--- config.mk ---
export PLATFORM = sky130hd
export DESIGN_NAME = div_clk_monitor
export DESIGN_NICKNAME = d
export VERILOG_FILES = /design/src/rtl/div_pkg.sv /design/src/rtl/div_edge_sync.sv /design/src/rtl/div_clk_monitor.sv
export SDC_FILE = /design/constraint.sdc
export NUM_CORES = 1
export LEC_CHECK = 0
export ABC_AREA = 1
export CORE_MARGIN = 5
export CORE_UTILIZATION = 55
export CTS_CLUSTER_SIZE = 30
export DETAILED_ROUTE_END_ITERATION = 12
export DONT_BUFFER_PORTS = 1
export PLACE_DENSITY = 0.7
export SLEW_MARGIN = 10
export SYNTH_ARGS = -nofsm -noshare
export SYNTH_HDL_FRONTEND = slang
export SYNTH_HIERARCHICAL = 1
export SYNTH_SLANG_ARGS = --single-unit
--- constraint.sdc ---
create_clock -name clk -period 1.9 [get_ports clk]
set_input_delay 0.285 -clock clk [delete_from_list [all_inputs] [get_ports clk]]
set_output_delay 0.285 -clock clk [all_outputs]
set_load 0.02 [all_outputs]
--- src/rtl/div_pkg.sv ---
// Shared divider-monitor types: FSM states, counter width and a saturating increment.
// Pure declarations; no timing or flow control.
package div_pkg;

   localparam int CNT_W = 5;
   localparam logic [CNT_W-1:0] CNT_MAX = '1;

   typedef enum logic [1:0] {
      IDLE   = 2'd0,
      ACQ    = 2'd1,
      LOCKED = 2'd2
   } state_t;

   function automatic logic [CNT_W-1:0] sat_inc(input logic [CNT_W-1:0] v);
      return (v == CNT_MAX) ? v : v + CNT_W'(1);
   endfunction

endpackage

--- src/rtl/div_edge_sync.sv ---
// Two-flop synchroniser plus one edge register for an asynchronous level.
// rise_edge is valid two cycles after d is first sampled high; never stalls.
module div_edge_sync (
   input  logic clk,
   input  logic rst,
   input  logic d,
   output logic rise_edge,
   output logic level
);

   logic s1, s2, s3;

   always_ff @(posedge clk) begin
      if (rst) begin
         s1 <= 1'b0;
         s2 <= 1'b0;
         s3 <= 1'b0;
      end else begin
         s1 <= d;
         s2 <= s1;
         s3 <= s2;
      end
   end

   assign rise_edge = s2 & ~s3;
   assign level     = s2;

endmodule

--- src/rtl/div_clk_monitor.sv ---
// Checks a divided clock for correct period and high time, tracks lock, flags stuck input.
// All outputs registered, three cycles from input edge sample to rise; no backpressure.
module div_clk_monitor
   import div_pkg::*;
#(
   parameter int DIV      = 9,
   parameter int LOCK_CNT = 4,
   parameter int TMO      = 2 * DIV
) (
   input  logic             clk,
   input  logic             rst,
   input  logic             clk_div9,
   output logic             rise,
   output logic [CNT_W-1:0] period,
   output logic             lock,
   output logic             err,
   output logic             stuck
);

   localparam logic [CNT_W-1:0] DIV_V   = CNT_W'(DIV);
   localparam logic [CNT_W-1:0] TMO_V   = CNT_W'(TMO);
   localparam logic [CNT_W-1:0] LOCK_V  = CNT_W'(LOCK_CNT);
   localparam logic [CNT_W-1:0] HI_SHORT = CNT_W'((DIV - 1) / 2);
   localparam logic [CNT_W-1:0] HI_LONG  = CNT_W'((DIV + 1) / 2);

   logic             edge_det;
   logic             lvl;
   logic [CNT_W-1:0] icnt;
   logic [CNT_W-1:0] hcnt;
   logic [CNT_W-1:0] good_cnt;
   logic [CNT_W-1:0] good_cnt_nxt;
   logic [CNT_W-1:0] good_inc;
   state_t           state;
   state_t           state_nxt;
   logic             err_nxt;
   logic             stuck_nxt;
   logic             good_edge;
   logic             timeout;

   div_edge_sync u_sync (
      .clk       (clk),
      .rst       (rst),
      .d         (clk_div9),
      .rise_edge (edge_det),
      .level     (lvl)
   );

   // hcnt excludes the edge cycle itself, so a 50% odd divider lands on one of two values
   assign good_edge = (icnt == DIV_V) && ((hcnt == HI_SHORT) || (hcnt == HI_LONG));
   assign timeout   = (icnt == TMO_V);
   assign good_inc  = sat_inc(good_cnt);

   always_comb begin
      state_nxt    = state;
      good_cnt_nxt = good_cnt;
      err_nxt      = 1'b0;
      stuck_nxt    = 1'b0;
      case (state)
         IDLE: begin
            if (edge_det) begin
               state_nxt    = ACQ;
               good_cnt_nxt = '0;
            end
         end
         ACQ: begin
            if (edge_det) begin
               if (good_edge) begin
                  good_cnt_nxt = good_inc;
                  if (good_inc >= LOCK_V) state_nxt = LOCKED;
               end else begin
                  err_nxt      = 1'b1;
                  good_cnt_nxt = '0;
               end
            end else if (timeout) begin
               stuck_nxt    = 1'b1;
               state_nxt    = IDLE;
               good_cnt_nxt = '0;
            end
         end
         LOCKED: begin
            // an edge always wins over a coincident timeout
            if (edge_det) begin
               if (!good_edge) begin
                  err_nxt      = 1'b1;
                  good_cnt_nxt = '0;
                  state_nxt    = ACQ;
               end
            end else if (timeout) begin
               stuck_nxt    = 1'b1;
               state_nxt    = IDLE;
               good_cnt_nxt = '0;
            end
         end
         default: begin
            state_nxt    = IDLE;
            good_cnt_nxt = '0;
         end
      endcase
   end

   always_ff @(posedge clk) begin
      if (rst) begin
         state    <= IDLE;
         good_cnt <= '0;
         icnt     <= '0;
         hcnt     <= '0;
         period   <= '0;
         rise     <= 1'b0;
         lock     <= 1'b0;
         err      <= 1'b0;
         stuck    <= 1'b0;
      end else begin
         state    <= state_nxt;
         good_cnt <= good_cnt_nxt;
         rise     <= edge_det;
         icnt     <= edge_det ? CNT_W'(1) : sat_inc(icnt);
         hcnt     <= edge_det ? '0 : (lvl ? sat_inc(hcnt) : hcnt);
         if (edge_det) period <= icnt;
         lock     <= (state_nxt == LOCKED);
         err      <= err_nxt;
         stuck    <= stuck_nxt;
      end
   end

endmodule

==> After elaboration in Yosys (flattened, before gate mapping) <==
Cells that the tools add are included.
{ "totals": {"wordCells": 64, "ff_bits": 29, "out_inout_bits": 9} }
{ "classes": {"n_lt_le_gt_ge": 1, "add_sub_neg": 3, "n_eq_ne": 13, "muxes": 20, "reduce_logical": 9, "bitwise_logic": 5} }
{ "ops": {"columns": ["operator", "count"], "rows": [
  ["2-to-1 mux 5 bit", 7],
  ["== test 5 bit (second input constant)", 4],
  ["adder 5 x 1 -> 5 bit (second input constant)", 3],
  ["case mux 5 bit (3 select lines)", 1],
  ["2-to-1 mux 2 bit", 7],
  ["== test 5 x 3 -> 1 bit (second input constant)", 2],
  ["case mux 2 bit (3 select lines)", 1],
  ["OR reduction 3 bit", 2],
  ["== test 5 x 4 -> 1 bit (second input constant)", 1],
  ["greater-or-equal comparator 5 x 3 -> 1 bit (second input constant)", 1],
  ["== test 2 bit (second input constant)", 2],
  ["2-to-1 mux 1 bit", 4],
  ["inequality test 2 bit (second input constant)", 2],
  ["inverter 1 bit", 4],
  ["AND reduction 2 bit", 2],
  ["OR reduction 2 bit", 2],
  ["inequality test 3 bit (second input constant)", 1],
  ["== test 2 x 1 -> 1 bit (second input constant)", 1],
  ["logical NOT 2 bit", 1],
  ["bitwise AND 1 bit", 1],
  ["logical AND 1 bit", 1],
  ["logical OR 1 bit", 1]
]} }

==> Longest topological paths before layout <==
{ "logic_depth": {"ltp_word": 8, "ltp_mapped": 12} }

==> Cells and area by module <==
The synthesis kept the hierarchy.
{ "by_module_without_submodules": {"columns": ["module", "area_each_um2", "cells_each", "seq_area_each_um2", "instances"], "rows": [
  ["div_clk_monitor", 1408.9, 194, 520.5, 1],
  ["div_edge_sync", 86.3, 10, 60.1, 1]
]} }

==> Worst setup path after synthesis <==
OpenSTA, ideal clock, no wires.
{ "synth_timing": {"path_kind": "reg-to-reg", "from": "register hcnt[0]", "to": "register hcnt[3]", "period_less_slack_ps": 1600, "arrival_time_ps": 1481, "stages_incl_launch_ff": 11, "t_required_ps": 1781, "path_buffers": 0, "slack_ps": 300, "cell_sequence": "dfxtp_1 ha_1 inv_1 nor3_1 ha_1 nor2_1 inv_1 nor2_1 nand3_1 o21ai_0 a21oi_1"} }
{ "synth_via": {"elab_chain_len": 3, "word_cells_on_any_way": 4, "cone_classes": "add/sub: 1; eq/ne: 1; bitwise: 1; reduce/logical: 1"} }
{ "synth_lines": {"columns": ["item", "line_no", "text"], "rows": [
  ["start, declared", "div_clk_monitor.sv:29", "logic [CNT_W-1:0] hcnt;"],
  ["start signal, assigned", "div_clk_monitor.sv:117", "hcnt <= edge_det ? '0 : (lvl ? sat_inc(hcnt) : hcnt);"],
  ["parallel branches: the longest is 3 deep, another holds adder 5 x 1 -> 5 bit", null, null]
]} }
Several ways; the timed one is not identified.
A chain may end at the register's enable or synchronous reset.

==> Worst setup path after layout <==
{ "layout_timing": {"from": "register state[1]", "to": "register state[1]"} }
{ "layout_via": {"elab_chain_len": 4, "word_cells_on_any_way": 11, "cone_classes": "eq/ne: 2; mux: 8; reduce/logical: 1"} }
{ "layout_lines": {"columns": ["item", "line_no", "text"], "rows": [
  ["start, declared", "div_clk_monitor.sv:33", "state_t state;"],
  ["start signal, assigned", "div_clk_monitor.sv:113", "state <= state_nxt;"],
  ["2-to-1 mux 2 bit", "div_clk_monitor.sv:69", "if (good_inc >= LOCK_V) state_nxt = LOCKED;"],
  ["2-to-1 mux 2 bit", "div_clk_monitor.sv:67", "if (good_edge) begin"],
  ["2-to-1 mux 2 bit", "div_clk_monitor.sv:66", "if (edge_det) begin"],
  ["case mux 2 bit (3 select lines) (*)", "div_clk_monitor.sv:58", "case (state)"]
]} }
Mark *: on every way between the ends. The rest lies on a longest branch, timed or not.

==> metrics <==
max-cap violations=0; r2r endpoint=state[1]; Die X=62.1 um; largest net degree at the start of global routing=11; Post-Synthesis Cells=slightly above 200; row count=19; final core occ=60.1%; first-pass GRT wire length=roughly 5.3 mm; fin crit period=1.68 ns; I/O Pins=12; via count=1,293; WL final=3.00 mm; fmax=595 MHz; H-tree Lvls=2; clock share of power=33.5%; CTS Root Cell=clkbuf_4; Hold Path Origin=clk_div9; Crit path largest cell delay=0.41 ns; Worst R2R Path Depth=9; worst path cell trace=inv_1 -> ha_1 -> or2_2 -> nand3_1 -> nand3_1 -> nand2_1 -> nand2_1 -> nand2_1 -> inv_1; Port Buffers=0; Crit Path Max Fanout=4; Die Ht=62.1 um; ANT nets after route=0; clock skew=0.00718 ns; fraction of post-synthesis cell area in the top cell type by area=approximately two fifths; Req. time, crit path=2.13 ns; Comb pwr share=7.9%; Max-slew headroom=a little under three quarters; Fill cells=about 250; Initial Util=approximately 56%; GRT Resource Usage Total=16.7%; FF/Latch Area=581 um2; endpoints failing hold=0; Multi-input gate area=781 um2; first drt pass iteration count=4; syn_area_per_cell=7.33 um2; arrival time at the worst endpoint=about 1.9 ns; vias in the first global route=1,232; fraction of layout cells with a size suffix above 1=11.2%; area added between synthesis and finish=8.03%; hold_ws=~0.045 ns; Crit path max-delay family=simple AND/OR/NAND/NOR gates; initial antenna violation count=0; critical path type=flip-flop to flip-flop; Worst Hold End=u_sync/s1; post-placement worst setup slack=0.255 ns; Slew Limit Fails=0; GPL Wtd Cong=0.875; core box area=approximately 2700 um2; final setup vio count=0; Yosys reg bits=29; Num CTS Buffers=5; post-synthesis cell area=1500 um2; Sw Ratio=a little over a quarter; Final Non-Filler Cells=245; final setup margin=0.220 ns; leakage power=0.000705 uW; top cells by area, synth=dfxtp_1, ha_1, nand2_1; Hold Path Stages=2; pwr/cell area=674 nW/um2; clk sinks=29; Skew-Pair Late Insertion Delay=0.33 ns; sequential share of power=approximately 59%; clock slew at reported path FFs=~0.090 ns; Synth Warn #=6; Fin Setup TNS=0 ns; most frequent cell on the critical path=nand2_1; wire per inst=between 10 and 15 um; aggregate global routing overflow=0; full die area=3860 um2; RSZ-0062 raised after global routing=no; CTS tree=done; drt initial violations=52; sequential share of the synthesized area=38.8%; n_diodes=0; dpl hpwl=between 2 and 2.5 mm; vias per std cell=5.28; Worst Tran Pin Value=0.424 ns; endpoint class of the critical path=flip-flop; net count after synthesis=220; Yosys top cell by area=dfxtp_1; min-delay worst type=primary input to flip-flop; crit share post-route=between 80% and 90%; worst r2r src=state[1]; Switching Power=296 uW; FF-to-FF setup slack=0.22 ns; status=completed; CP Buf/Inv Count=2; Clock Path Buffers=2; Post-route DRC=0; CP max-delay cell=dfxtp_1; placed cell count=235; cell-internal power=792 uW; VDD IR-drop max=0.476 mV; startpoint types=flip-flop; Distinct cells, synth=28; Layout Nets=229; post-CTS sizing=0
-- logic make-up (layout without fill, tap and decap cells) --
family / count (synthesis) / after routing / share of synthesized area, %
buf+inv: 35 / 45 / 8.95
fa+ha+maj: 13 / 13 / 10.9
flops: 29 / 29 / 38.8
simple gates: 95 / 95 / 29.2
compound gates: 31 / 31 / 11.5
xor+xnor: 1 / 1 / 0.586
-- power groups by stage --
stage                     Clock (uW)  Combinational [uW]  Sequential, uW
after global placement             0                79.0             651
after detailed placement           0                81.7             652
after CTS                        377                85.1             638
after floorplan                    0                65.0             649
final                            365                85.7             638
after global routing             412                 100             640
-- worst max path at each step --
stage / startpoint / end / depth (start not counted)
floorplan: hcnt[0] / hcnt[3] / 10
global placement: hcnt[0] / hcnt[3] / 10
detailed placement: state[0] / state[1] / 9
CTS: hcnt[0] / hcnt[3] / 10
global route: hcnt[0] / hcnt[3] / 10
finish: state[1] / state[1] / 9
-- what timing repair did --
item / CTS / global route
setup buffers: 0 / 0
endpoints found under the hold margin: 5 / 1
hold buffers: 1 / 1
endpoints found under the setup margin: 0 / 0
-- Yosys cell counts --
cell	n
nand2_2	2
a22o_1	1
a21oi_1	13
o21ai_0	11
nand3_1	12
inv_1	29
nor2_1	22
inv_2	2
buf_2	1
nand4_1	4
nand3b_1	1
xor2_1	1
ha_1	13
nand3_2	2
dfxtp_1	29
nor2_2	3
o22ai_1	2
clkbuf_1	1
nand2_1	39
o31ai_1	1
a211oi_1	1
clkinv_2	1
a21oi_2	1
or2_2	1
clkinv_1	1
a21boi_0	1
nor2_4	2
nor3_1	7
-- registers in the layout, indices dropped and copies added (netlist names) --
name and count:
err 1, good_cnt 5, hcnt 5, icnt 5, lock 1, period 5
rise 1, state 2, stuck 1, u_sync/level 1, u_sync/s1 1, u_sync/s3 1
-- cell usage in the layout, fill, tap and decap left out, drive strengths merged --
master and count:
nand2 41, inv 31, dfxtp 29, nor2 27, a21oi 14, nand3 14, ha 13, o21ai 11
nor3 7, clkbuf 5, nand4 4, clkinv 4, o22ai 2, dlygate4sd3 2, buf 2, or2 1
nand3b 1, xor2 1, a22o 1, a21boi 1, o31ai 1, a211oi 1, clkinvlp 1
-- metal layers --
layer | wire [um] | track usage [%] | vias up
li1 | - | - | 678
met1 | 1300 | 18.8 | 578
met2 | 1480 | 26.8 | 29
met3 | 154 | 5.95 | 8
met4 | 69 | 9.76 | 0
met5 | 0 | 0 | -
-- metrics by stage --
stage / area [um2] / power, uW
final: 1620 / 1090
after global routing: 1620 / 1150
after CTS: 1610 / 1100
after detailed placement: 1540 / 734
after global placement: 1540 / 730
after floorplan: 1500 / 714
-- cell type report --
type                            count  share of cell area (%)
Sequential cell                    29                    35.9
Tap cell                           31                    2.40
Clock inverter                      3                    1.08
Inverter                           33                    7.75
Timing Repair Buffer                4                    2.17
Multi-Input combinational cell    140                    48.3
Clock buffer                        5                    2.32
No activity file was read; power rests on OpenSTA's default activity.
